**src/rtl/uart_pkg.sv**
```systemverilog
// Shared UART definitions: transmit FSM states, bit-timing and parity helpers.
// Imported by the transmit block and intended for reuse by the receive block.
package uart_pkg;

    typedef enum logic [2:0] {
        IDLE   = 3'd0,
        START  = 3'd1,
        DATA   = 3'd2,
        PARITY = 3'd3,
        STOP   = 3'd4
    } tx_state_t;

    function automatic int clks_per_bit(input int clk_freq, input int baud_rate);
        return clk_freq / baud_rate;
    endfunction

    // odd=0 gives even parity (bit makes the total count of ones even)
    function automatic logic tx_parity(input logic [7:0] data, input logic odd);
        return (^data) ^ odd;
    endfunction

endpackage

```
**src/rtl/uart_tx_baud_tick.sv**
```systemverilog
// Bit-period cycle counter: bit_tick marks the last cycle of the current bit period.
// Held at zero while disabled; cleared synchronously on accept and at each bit boundary.
module uart_baud_tick #(
    parameter int CNT_W = 8
) (
    input  logic             clk,
    input  logic             rst,
    input  logic             clear,
    input  logic             en,
    input  logic [CNT_W-1:0] last_cnt,
    output logic             bit_tick
);

    logic [CNT_W-1:0] cnt;

    always_ff @(posedge clk or posedge rst) begin
        if (rst) begin
            cnt <= '0;
        end else if (clear) begin
            cnt <= '0;
        end else if (en) begin
            cnt <= cnt + 1'b1;
        end
    end

    assign bit_tick = en && (cnt == last_cnt);

endmodule

```
**src/rtl/uart_tx.sv**
```systemverilog
// UART transmitter: accepts a byte on tx_start/tx_ready and sends it LSB-first
// framed by a start bit, optional parity bit and one or two stop bits.
module uart_tx
    import uart_pkg::*;
#(
    parameter int CLK_FREQ   = 1000000,
    parameter int BAUD_RATE  = 9600,
    parameter int PARITY_EN  = 0,
    parameter int PARITY_ODD = 0,
    parameter int STOP_BITS  = 1
) (
    input  logic       clk,
    input  logic       rst,
    input  logic [7:0] tx_data,
    input  logic       tx_start,
    output logic       tx_ready,
    output logic       tx,
    output logic       tx_done
);

    localparam int CPB   = clks_per_bit(CLK_FREQ, BAUD_RATE);
    localparam int CNT_W = $clog2(2 * CPB);
    localparam logic [CNT_W-1:0] BIT_LAST  = CNT_W'(CPB - 1);
    localparam logic [CNT_W-1:0] STOP_LAST = CNT_W'(STOP_BITS * CPB - 1);

    if (CPB < 2) begin : g_bad_cpb
        $error("uart_tx: CLK_FREQ/BAUD_RATE must be at least 2");
    end
    if (STOP_BITS != 1 && STOP_BITS != 2) begin : g_bad_stop
        $error("uart_tx: STOP_BITS must be 1 or 2");
    end

    tx_state_t        state, state_next;
    logic             tx_next;
    logic             done_next;
    logic [2:0]       bit_idx, idx_next;
    logic             cnt_clear;
    logic             shift_en;
    logic             bit_tick;
    logic             accept;
    logic [7:0]       shift_reg;
    logic             parity_reg;
    logic [CNT_W-1:0] last_cnt;

    assign tx_ready = (state == IDLE);
    assign accept   = tx_ready && tx_start;
    // The stop period may span two bit times, so the counter terminal count widens there
    assign last_cnt = (state == STOP) ? STOP_LAST : BIT_LAST;

    uart_baud_tick #(
        .CNT_W (CNT_W)
    ) u_baud_tick (
        .clk      (clk),
        .rst      (rst),
        .clear    (cnt_clear),
        .en       (state != IDLE),
        .last_cnt (last_cnt),
        .bit_tick (bit_tick)
    );

    always_ff @(posedge clk or posedge rst) begin
        if (rst) begin
            state   <= IDLE;
            tx      <= 1'b1;
            tx_done <= 1'b0;
            bit_idx <= 3'd0;
        end else begin
            state   <= state_next;
            tx      <= tx_next;
            tx_done <= done_next;
            bit_idx <= idx_next;
        end
    end

    // Payload and parity are latched at accept, so later tx_data changes are ignored
    always_ff @(posedge clk) begin
        if (accept) begin
            shift_reg  <= tx_data;
            parity_reg <= tx_parity(tx_data, PARITY_ODD != 0);
        end else if (shift_en) begin
            shift_reg <= {1'b0, shift_reg[7:1]};
        end
    end

    always_comb begin
        state_next = state;
        tx_next    = tx;
        done_next  = 1'b0;
        idx_next   = bit_idx;
        cnt_clear  = 1'b0;
        shift_en   = 1'b0;
        case (state)
            IDLE: begin
                tx_next = 1'b1;
                if (tx_start) begin
                    state_next = START;
                    tx_next    = 1'b0;
                    idx_next   = 3'd0;
                    cnt_clear  = 1'b1;
                end
            end
            START: begin
                if (bit_tick) begin
                    state_next = DATA;
                    tx_next    = shift_reg[0];
                    cnt_clear  = 1'b1;
                end
            end
            DATA: begin
                if (bit_tick) begin
                    cnt_clear = 1'b1;
                    if (bit_idx == 3'd7) begin
                        if (PARITY_EN != 0) begin
                            state_next = PARITY;
                            tx_next    = parity_reg;
                        end else begin
                            state_next = STOP;
                            tx_next    = 1'b1;
                        end
                    end else begin
                        // shift_reg[1] is the next bit out once the register shifts
                        idx_next = bit_idx + 3'd1;
                        tx_next  = shift_reg[1];
                        shift_en = 1'b1;
                    end
                end
            end
            PARITY: begin
                if (bit_tick) begin
                    state_next = STOP;
                    tx_next    = 1'b1;
                    cnt_clear  = 1'b1;
                end
            end
            STOP: begin
                if (bit_tick) begin
                    state_next = IDLE;
                    tx_next    = 1'b1;
                    done_next  = 1'b1;
                    cnt_clear  = 1'b1;
                end
            end
            default: begin
                state_next = IDLE;
                tx_next    = 1'b1;
            end
        endcase
    end

endmodule

```
**config.mk**
```make
export PLATFORM = sky130hd
export DESIGN_NAME = uart_tx
export DESIGN_NICKNAME = d
export VERILOG_FILES = /design/src/rtl/uart_pkg.sv /design/src/rtl/uart_tx_baud_tick.sv /design/src/rtl/uart_tx.sv
export SDC_FILE = /design/constraint.sdc
export NUM_CORES = 1
export LEC_CHECK = 0
export CAP_MARGIN = 20
export CELL_PAD_IN_SITES_DETAIL_PLACEMENT = 1
export CELL_PAD_IN_SITES_GLOBAL_PLACEMENT = 2
export CORE_ASPECT_RATIO = 1.75
export CORE_MARGIN = 10
export CORE_UTILIZATION = 34
export CTS_BUF_LIST = sky130_fd_sc_hd__clkbuf_8
export DETAILED_ROUTE_END_ITERATION = 8
export GPL_ROUTABILITY_DRIVEN = 0
export PLACE_DENSITY_LB_ADDON = 0.08
export SYNTH_ARGS = -nofsm -noshare
export SYNTH_HDL_FRONTEND = slang
export SYNTH_SLANG_ARGS = --single-unit
```
**constraint.sdc**
```tcl
create_clock -name clk -period 1.7 [get_ports clk]
set_input_delay 0.425 -clock clk [delete_from_list [all_inputs] [get_ports clk]]
set_output_delay 0.425 -clock clk [all_outputs]
set_load 0.02 [all_outputs]
```
# After elaboration in Yosys (flattened, before gate mapping)
# Cells that the tools add are included.
totals:
  ff_bits: 24
  input_bits: 11
  output_inout_bits: 3
op_classes:
  addsub: 2
  n_eq_ne: 14
  n_mux: 28
  n_reduce_logical: 12
op_table:
  columns: ["op", "n"]
  rows:
  - ["8-bit 2-to-1 mux", 4]
  - ["3-bit 2-to-1 mux", 9]
  - ["3-bit case mux with 5 select lines", 1]
  - ["2-bit != test, second input constant", 7]
  - ["1-bit 2-to-1 mux", 11]
  - ["8-bit by 1-bit adder with 8-bit output, second input constant", 1]
  - ["8-bit by 7-bit equality test with 1-bit output, second input constant", 1]
  - ["3-bit by 2-bit equality test with 1-bit output, second input constant", 2]
  - ["3-bit equality test, second input constant", 2]
  - ["3-bit case mux with 2 select lines", 1]
  - ["6-bit AND reduction", 1]
  - ["2-bit nonzero test", 3]
  - ["1-bit case mux with 4 select lines", 1]
  - ["4-bit AND reduction", 1]
  - ["4-bit OR reduction", 1]
  - ["3-bit by 1-bit adder with 3-bit output, second input constant", 1]
  - ["3-bit by 1-bit equality test with 1-bit output, second input constant", 1]
  - ["3-bit logical NOT", 1]
  - ["3-bit AND reduction", 1]
  - ["3-bit nonzero test", 1]
  - ["1-bit logical AND", 2]
  - ["2-bit by 1-bit != test with 1-bit output, second input constant", 1]
  - ["1-bit case mux with 2 select lines", 1]
  - ["2-bit OR reduction", 1]

# Longest topological paths before layout
logic_depth:
  depth_word: 6
  ltp_mapped: 7

# Modules after synthesis
# From an unflattened synthesis, not the netlist that was laid out.
hier_totals:
  cells_unflattened: 122
  hier_area_um2: 1338.8
by_module_without_submodules:
  columns: ["module", "n_inst", "cells_each", "area_per_inst_um2", "seq_area_each_um2"]
  rows:
  - ["uart_tx", 1, 71, 860.8, 441.7]
  - ["uart_baud_tick", 1, 51, 478.0, 200.2]

# Worst setup path after synthesis
# No wires, ideal clock.
synth_timing:
  path_type: "reg-to-reg"
  startpoint: "reg state[0]"
  endpoint: "reg shift_reg[1], data pin"
  setup_time_ps: 260
  t_arrival_ps: 1501
  required_ps: 1440
  slack_ps: -61
  stages_incl_launch_ff: 7
  n_path_buf: 2
  cell_sequence: "dfrtp_1 buf_6 or3_4 clkinv_2 nand2_4 buf_6 mux2_4"
synth_between:
  elab_chain_cells: 3
synth_lines:
  columns: ["element", "line", "text"]
  rows:
  - ["start, declared", "uart_tx.sv:33", "tx_state_t state, state_next;"]
  - ["start signal, assigned", "uart_tx.sv:68", "state <= state_next;"]
  - ["3-bit logical NOT", "uart_tx.sv:45", "assign tx_ready = (state == IDLE);"]
  - ["named net tx_ready", "uart_tx.sv:16", "output logic tx_ready,"]
  - ["1-bit logical AND", "uart_tx.sv:46", "assign accept = tx_ready && tx_start;"]
  - ["8-bit 2-to-1 mux", "uart_tx.sv:77", "if (accept) begin"]
  - ["end signal, assigned", "uart_tx.sv:78", "shift_reg <= tx_data;"]
  - ["end signal, assigned", "uart_tx.sv:81", "shift_reg <= {1'b0, shift_reg[7:1]};"]
  - ["end, declared", "uart_tx.sv:41", "logic [7:0] shift_reg;"]
# The timed path passes the listed nets, and every way through them passes these cells.
# A chain may end at the register's enable or synchronous reset.

# Worst setup path after layout
layout_timing:
  startpoint: "reg state[1]"
  endpoint: "reg shift_reg[5], data pin"
layout_between:
  elab_chain_cells: 3
layout_lines:
  columns: ["element", "line"]
  rows:
  - ["3-bit logical NOT", "uart_tx.sv:45"]
  - ["1-bit logical AND", "uart_tx.sv:46"]
  - ["8-bit 2-to-1 mux", "uart_tx.sv:77"]
# No other way between the ends.

==> results.toml <==
[synthesis]
synth_edf_count = 8
synth.area.top_cells = "dfrtp_1 31%, edfxtp_1 20%, mux2_4 7.3%"
syn_nets = 122
synth_ff_type = "dfrtp_1"
yosys_register_bits = 24
synthMuxAreaShare = 0.0827
yosysSeqAreaShare = 0.523
synthArstFlopShare = 0.667
synth_top_area_cell = "dfrtp_1"
yosysWarnings = 0
synth_cell_types = 37
synthCells = 108
synth_top_family_by_area = "simple AND/OR/NAND/NOR gates"
synth-adder-area-share = 0.0388
netlist_area_um2 = 1230
synth-xor-area-share = 0.0357
synth-simple-area-share = 0.183
synth_compound_area_frac = 0.0929
synth_top_area_frac = 0.306
avgSynthCellArea_um2 = 11.4

[worst_setup_path]
critical_path.endpoint_type = "flop"
critPathMaxFanout = 10
startpoint_type = "flop"
critPathKind = "flop to flop"
crit_required_ns = 1.73
crit_arrival_ns = 1.69

[global_routing]
overflow = 0
grt_pass1_wl_um = 5240
grt_use_total = 0.102
grt_max_degree = 14
grt_pass1_vias = 1106
antenna_found_initial = 0

[placed_design]
portBuffers = 13
dpl.cell_count = 183
hpwl_um = 2430

[cts]
htreeDepth = 1
insertion_delay_ns = 0.27
cts_max_path_buffers = 2
cts.sinks = 24
clkSlewWorstSetupHoldPaths_ns = 0.09
cts-hold-fix-buffers = 0
tritoncts = "done"
cts-buffers-inserted = 3
clockRootBuffer = "clkbuf_8"

[timing]
slew_headroom = 0.748
tightest_slew_ns = 0.377
rsz0062_at_grt = "true"
fmax_mhz = 603
fin_crit_sh = 0.976
period_needed_ns = 1.66
final_hold_viol_count = 0
drv_slew = 0
skew_ns = 0.00437
holdWs_ns = 0.418
setup_viol_count_final = 0

[pwr]
powerDensity_nw_per_um2 = 929
ir_drop_v = 0.000575
finalPower_mw = 1.54
leakage_nw = 0.718

[route]
routed_wl_um = 3110
dr.pass1.iters = 4
ant_nets = 0
via_per_inst = 4.99
drt_iter0_drc = 21
drc_errors = 0
wire_per_inst_um = 16.4
dr_total_vias = 948

[die]
die_w_um = 65.4
core-area_um2 = 3430
num_rows = 28
initial_core_util = 0.357
io_pins = 14
die_area_um2 = 6500
die_h_um = 99.4

[finish]
n_antenna_cell = 0
n_fill_cell = 407
drive_gt1_frac = 0.303
area_growth_pct = 34.8
final_nets = 160
instances_no_fill = 190

[outcome]
outcome = "completed"

[run]
maxCapViolCount = 0

[hold_path]
hold_path.class = "primary input to asynchronous set/reset pin"
[through the flow]
stage,util,cell area [um^2],setup WS [ns],TNS (ns)
after global placement,0.452,1550,-0.136,-1.49
final,0.481,1650,0.0408,0
after CTS,0.465,1600,0.0168,0
after global routing,0.481,1650,-0.00906,-0.0789
after detailed placement,0.452,1550,-0.145,-1.75
after floorplan,-,1230,-0.00848,-0.0509
[metal layers]
metal	routed length (um)	vias to the layer above	GRT usage
li1	-	462	-
met3	102	7	0.0247
met4	73	0	0.0464
met1	1190	465	0.106
met2	1750	14	0.183
met5	0	-	0
[cell usage after synthesis, drive strengths merged, types with 3 or more instances]
library cell,number
inv,6
xnor2,3
nand2,12
ha,3
dfrtp,15
nor2,8
nand3,6
o21ai,10
edfxtp,8
mux2,7
[power by group]
part / total, mW / internal (mW) / switching, mW
Combinational: 0.454 / 0.247 / 0.207
Sequential: 0.731 / 0.680 / 0.0506
Clock: 0.351 / 0.162 / 0.189
Total: 1.54 / 1.09 / 0.447
[repair_timing]
item / 4_1_cts / 5_1_grt
setup buffers: 0 / 3
pin swaps: 0 / 3
gates resized for setup: 7 / 9
endpoints found under the setup margin: 10 / 23
[placed cells by master (no fill, tap or decap), types with 2 or more instances in the layout]
master,count
xnor2_1,3
nand3_1,6
o21ai_1,2
dfrtp_1,15
nand2_1,9
mux2_4,6
o21ai_0,8
nand2_2,2
clkbuf_8,3
nor4_1,2
edfxtp_1,8
nor3_1,2
buf_6,2
xor2_1,2
buf_4,21
clkdlybuf4s50_1,11
a41oi_1,2
inv_1,6
ha_1,2
nor2_1,7
[final cells by class]
class                           count  area, um^2  share of cell area
Clock inverter                      1        3.75             0.00227
Multi-Input combinational cell     74         559               0.338
Inverter                            7        31.3              0.0189
Timing Repair Buffer               36         319               0.193
Tap cell                           45        56.3              0.0341
Clock buffer                        3        41.3              0.0250
Sequential cell                    24         642               0.388
[worst paths after layout]
| path | to | from | depth (start not counted) | slack, ns |
|---|---|---|---|---|
| setup / recovery | shift_reg[5]$_DFFE_PP_ | state[1]$_DFFE_PP0P_ | 5 | 0.04 |
| hold / removal | state[1]$_DFFE_PP0P_ | rst | 2 | 0.42 |
| setup reg to reg | shift_reg[5]$_DFFE_PP_ | state[1]$_DFFE_PP0P_ | 5 | 0.04 |
| hold reg to reg | bit_idx[2]$_DFFE_PP0P_ | bit_idx[2]$_DFFE_PP0P_ | 2 | 0.53 |
| max in group asynchronous | u_baud_tick.cnt[6]$_DFFE_PP0P_ | rst | 3 | 0.83 |
| min in group clk | bit_idx[2]$_DFFE_PP0P_ | bit_idx[2]$_DFFE_PP0P_ | 2 | 0.53 |
[critical path: stages, from the launching register on]
cell,delay [ns]
dfrtp_1,0.39
or3_4,0.41
clkinv_4,0.06
buf_4,0.15
nand2_8,0.10
mux2_4,0.31
[kinds of logic (layout without fill, tap and decap cells)]
family	count (synthesis)	in the layout
buffers and inverters	10	47
AO/OA/AOI/OAI	17	17
adder cells (fa/ha/maj)	4	4
AND/OR/NAND/NOR	41	41
multiplexers	7	7
XOR/XNOR	5	5
flip-flops	24	24
Power figures use the tool's default switching activity.
